## src/rtl/deser_flex.sv

```systemverilog
// Flexible serial-to-parallel deserializer: LANES bits per beat into DESER_W-bit words.
// Define DESER_IO_REG_EN to register inputs and outputs (total latency 3 instead of 1).
module deser_flex #(
   parameter int DESER_W   = 16,
   parameter int LANES     = 1,
   parameter int MSB_FIRST = 1
) (
   input  logic                             clk_i,
   input  logic                             arst_n_i,
   input  logic                             data_val_i,
   input  logic [LANES-1:0]                 data_i,
   input  logic                             flush_i,
   output logic [DESER_W-1:0]               deser_data_o,
   output logic                             deser_data_val_o,
   output logic [$clog2(DESER_W+1)-1:0]     deser_cnt_o
);

   localparam int CNT_W = $clog2(DESER_W + 1);
   localparam logic [CNT_W-1:0] FULL = CNT_W'(DESER_W);
   localparam logic [CNT_W-1:0] STEP = CNT_W'(LANES);

   logic               val_c;
   logic               flush_c;
   logic [LANES-1:0]   data_c;

`ifdef DESER_IO_REG_EN
   always_ff @(posedge clk_i or negedge arst_n_i) begin
      if (!arst_n_i) begin
         val_c   <= 1'b0;
         flush_c <= 1'b0;
         data_c  <= '0;
      end else begin
         val_c   <= data_val_i;
         flush_c <= flush_i;
         data_c  <= data_i;
      end
   end
`else
   assign val_c   = data_val_i;
   assign flush_c = flush_i;
   assign data_c  = data_i;
`endif

   logic [CNT_W-1:0]   cnt_q;
   logic [CNT_W-1:0]   cnt_sum;
   logic [CNT_W-1:0]   cnt_d;
   logic [DESER_W-1:0] sh_q;
   logic [DESER_W-1:0] sh_sum;
   logic [DESER_W-1:0] word_c;
   logic               emit_c;

   logic [DESER_W-1:0] core_data_q;
   logic [CNT_W-1:0]   core_cnt_q;
   logic               core_val_q;

   always_comb begin
      sh_sum  = sh_q;
      cnt_sum = cnt_q;
      if (val_c) begin
         if (MSB_FIRST != 0) sh_sum = (sh_q << LANES) | DESER_W'(data_c);
         else                sh_sum = (sh_q >> LANES) | (DESER_W'(data_c) << (DESER_W - LANES));
         cnt_sum = cnt_q + STEP;
      end
      emit_c = 1'b0;
      word_c = sh_sum;
      cnt_d  = cnt_sum;
      if (cnt_sum == FULL) begin
         emit_c = 1'b1;
         cnt_d  = '0;
      end else if (flush_c && (cnt_sum != '0)) begin
         emit_c = 1'b1;
         cnt_d  = '0;
         // Shifting the held bits to their edge also pushes out stale bits, zero-filling the rest
         if (MSB_FIRST != 0) word_c = sh_sum << (FULL - cnt_sum);
         else                word_c = sh_sum >> (FULL - cnt_sum);
      end
   end

   always_ff @(posedge clk_i or negedge arst_n_i) begin
      if (!arst_n_i) begin
         cnt_q       <= '0;
         sh_q        <= '0;
         core_val_q  <= 1'b0;
         core_data_q <= '0;
         core_cnt_q  <= '0;
      end else begin
         cnt_q      <= cnt_d;
         sh_q       <= sh_sum;
         core_val_q <= emit_c;
         if (emit_c) begin
            core_data_q <= word_c;
            core_cnt_q  <= cnt_sum;
         end
      end
   end

`ifdef DESER_IO_REG_EN
   always_ff @(posedge clk_i or negedge arst_n_i) begin
      if (!arst_n_i) begin
         deser_data_val_o <= 1'b0;
         deser_data_o     <= '0;
         deser_cnt_o      <= '0;
      end else begin
         deser_data_val_o <= core_val_q;
         if (core_val_q) begin
            deser_data_o <= core_data_q;
            deser_cnt_o  <= core_cnt_q;
         end
      end
   end
`else
   assign deser_data_val_o = core_val_q;
   assign deser_data_o     = core_data_q;
   assign deser_cnt_o      = core_cnt_q;
`endif

endmodule

```

## config.mk

```make
export PLATFORM = sky130hd
export DESIGN_NAME = deser_flex
export DESIGN_NICKNAME = d
export VERILOG_FILES = /design/src/rtl/deser_flex.sv
export SDC_FILE = /design/constraint.sdc
export NUM_CORES = 1
export LEC_CHECK = 0
export CELL_PAD_IN_SITES_DETAIL_PLACEMENT = 1
export CELL_PAD_IN_SITES_GLOBAL_PLACEMENT = 1
export CORE_ASPECT_RATIO = 0.9
export CORE_MARGIN = 2
export CORE_UTILIZATION = 45
export DETAILED_ROUTE_END_ITERATION = 10
export PLACE_DENSITY_LB_ADDON = 0.1
export SLEW_MARGIN = 30
export SYNTH_ARGS = -nofsm -noshare
export SYNTH_HDL_FRONTEND = slang
export SYNTH_SLANG_ARGS = --single-unit
```

## constraint.sdc

```tcl
create_clock -name clk_i -period 3.4 [get_ports clk_i]
set_input_delay 0.68 -clock clk_i [delete_from_list [all_inputs] [get_ports clk_i]]
set_output_delay 0.68 -clock clk_i [all_outputs]
set_load 0.01 [all_outputs]
```

==> metrics.yaml <==
sta:
  maxSlewViolCount: 0
  tns_ns: 0
  finalHoldViolations: 0
  setup_viol: 0
  worstMarginPinSlew_ns: 0.593
  fin_crit_ns: 3.18
  slew_headroom: 0.601
  grt_setup_unrepaired: "false"
  fmaxAchievable_ghz: 0.314
  fin_worst_skew_ns: 0.00703
  fin_crit_sh: 0.936
placement:
  dp_hpwl_mm: 6.14
  port_buffers: 26
  place_area_um2: 3220
  dp.cells: 393
  routabilityCongestion: 0.936
grt:
  grt_pass1_vias: 2464
  overflow: 0
  grt_pass1_wl_mm: 13.5
  antenna_found_initial: 0
  grt_usage: 0.253
  grt_start_max_net_pins: 42
logic_synthesis:
  synth-edff-count: 0
  syn-cell-area_um2: 2920
  avgSynthCellArea_um2: 10.0
  synth_ff_type: "dfrtp_1"
  yosys-top-cells-area: "dfrtp_1, mux2i_1, mux2_2"
  ys_ff_latch: 43
  syn-num-nets: 299
  synth_top_area_share: 0.369
  yosys_warnings: 0
  yosysSeqAreaShare: 0.369
  async_reset_ff_frac: 1.00
  ys_types: 64
  yosys.area.top_type: "dfrtp_1"
  syn_inst: 291
setup_path:
  end_kind: "register"
  r2r_slack_ns: 0.22
  ff2ff_path_depth: 11
  crit_buf_inv: 0
  worstPathArrival_ns: 3.44
  critPathLaunchType: "register"
  cp_top_family: "simple AND/OR/NAND/NOR gates"
  cp.required_ns: 3.65
  worstPathMaxFanout: 7
  path_cells: "ha_2 -> xor2_1 -> o31ai_4 -> and2_1 -> ha_1 -> nand2b_1 -> or2_2 -> nor2_1 -> nand2_1 -> a211oi_1 -> o32a_1"
  critical_path_class: "reg -> reg"
  rr_endpoint: "deser_data_o[12]"
  crit_path_max_incr_delay_ns: 0.52
  crit_path_top_delay_cell: "dfrtp_1"
  rr_startpoint: "cnt_q[1]"
cts:
  max-clock-path-buffers: 2
  cts_max_level: 2
  cts_tree: "yes"
  cts_hold_buf: 0
  cts_made_buffers: 5
  clk_pin_slew_ns: 0.09
  cts-root-buf: "clkbuf_8"
  clkSinkCount: 43
  clock_latency_ns: 0.31
final_layout:
  fin_area_um2: 3340
  final_nets: 321
  mostFrequentLayoutCells: "dfrtp_1, nand2_1, o21ai_0, clkdlybuf4s50_1, mux2i_1"
  diodes: 0
  fill_cells: 707
  fin_cells: 401
  drive_gt1_frac: 0.182
  area_growth_pct: 14.4
  multi_input_area_um2: 1690
  seq_area_um2: 1080
  final_common_cell: "dfrtp_1"
power:
  p_leak_nw: 1.42
  p_per_area_nw_per_um2: 1130
  worst_ir_drop_vdd_uv: 515
detailed_routing:
  vias: 2386
  wire_per_inst_um: 20.6
  first_pass_iters: 4
  drt-initial-drc-count: 174
  ant_nets: 0
  wirelength_mm: 8.25
  avgViaCountPerCell: 5.95
  drc: 0
die:
  core-area_um2: 6180
  start_util: 0.472
  dieArea_um2: 7150
  rows: 27
  ios: 27
  die_h_um: 80.4
  dieWidth_um: 88.9
worst_hold_path:
  worstHoldPathType: "in -> async"
job:
  cap_viol_max_count: 0
outcome:
  status: "finished, final reports clean"
logic make-up after synthesis:
family / share of synthesized area
compound gates: 0.198
xor+xnor: 0.0497
fa+ha+maj: 0.0129
buf+inv: 0.0536
flops: 0.369
mux: 0.178
simple gates: 0.140
power breakdown:
group / internal (mW) / switching [mW] / leakage [nW]
combinational: 1.06 / 1.42 / 0.817
sequential: 0.705 / 0.178 / 0.540
clock: 0.219 / 0.194 / 0.0581
total: 1.99 / 1.80 / 1.41
sequential cells by signal, summed over array words and instances (netlist names):
name              cells
cnt_q                 5
sh_q                 16
deser_data_o         16
deser_cnt_o           5
deser_data_val_o      1
layer usage:
metal	GRT usage	share of wire
met5	0	0
met4	0.0606	0.012
met3	0.0298	0.029
met2	0.381	0.44
met1	0.388	0.52
worst max-delay path by stage:
| stage | start | endpoint | slack, ns | cells after the start |
|---|---|---|---|---|
| 4_1_cts | cnt_q[1] | deser_data_o[12] | 0.22 | 11 |
| 5_1_grt | cnt_q[1] | deser_data_o[11] | 0.05 | 11 |
| 3_3_place_gp | data_val_i | deser_data_o[12] | 0.27 | 9 |
| 2_1_floorplan | data_val_i | deser_data_o[4] | 0.47 | 12 |
| 3_5_place_dp | data_val_i | deser_data_o[1] | 0.23 | 8 |
| 6_report | cnt_q[1] | deser_data_o[12] | 0.22 | 11 |
synth_stat cells (2+ instances only):
library cell	n
nor2_1	17
xnor2_1	2
mux2_2	15
nand2_1	34
o21a_1	4
a221oi_1	2
nor2b_1	3
a21o_1	4
clkbuf_1	4
mux4_2	5
nand4_1	2
inv_1	7
mux2i_1	20
buf_2	5
nand2b_1	6
o211ai_1	5
buf_4	5
nand3_1	8
and2_1	4
a211oi_1	6
o21ai_0	26
a32oi_1	6
ha_1	3
a21oi_1	8
xor2_1	4
dfrtp_1	43
xnor2_2	3
buf_6	4
stage by stage:
step,hold slack (ns),worst slack (ns),util,power [mW]
3_3_place_gp,0.461,0.271,0.518,3.27
4_1_cts,0.335,0.219,0.540,3.77
2_1_floorplan,0.384,0.469,-,2.64
3_5_place_dp,0.471,0.230,0.521,3.34
5_1_grt,0.348,0.0528,0.540,4.05
6_report,0.326,0.216,0.540,3.79
area by class of cell:
| type | count | share of cell area |
|---|---|---|
| flip-flops and latches | 43 | 0.322 |
| repair buffers | 34 | 0.0967 |
| clock buffers | 5 | 0.0206 |
| inverters | 8 | 0.00900 |
| clock inverters | 3 | 0.0131 |
| well taps | 87 | 0.0326 |
| multi-input cells | 221 | 0.506 |
what timing repair did:
action	CTS	global route
setup endpoints to repair	0	1
buffers inserted	0	0
resized for setup	0	1
(Power assumes the default switching activity.)
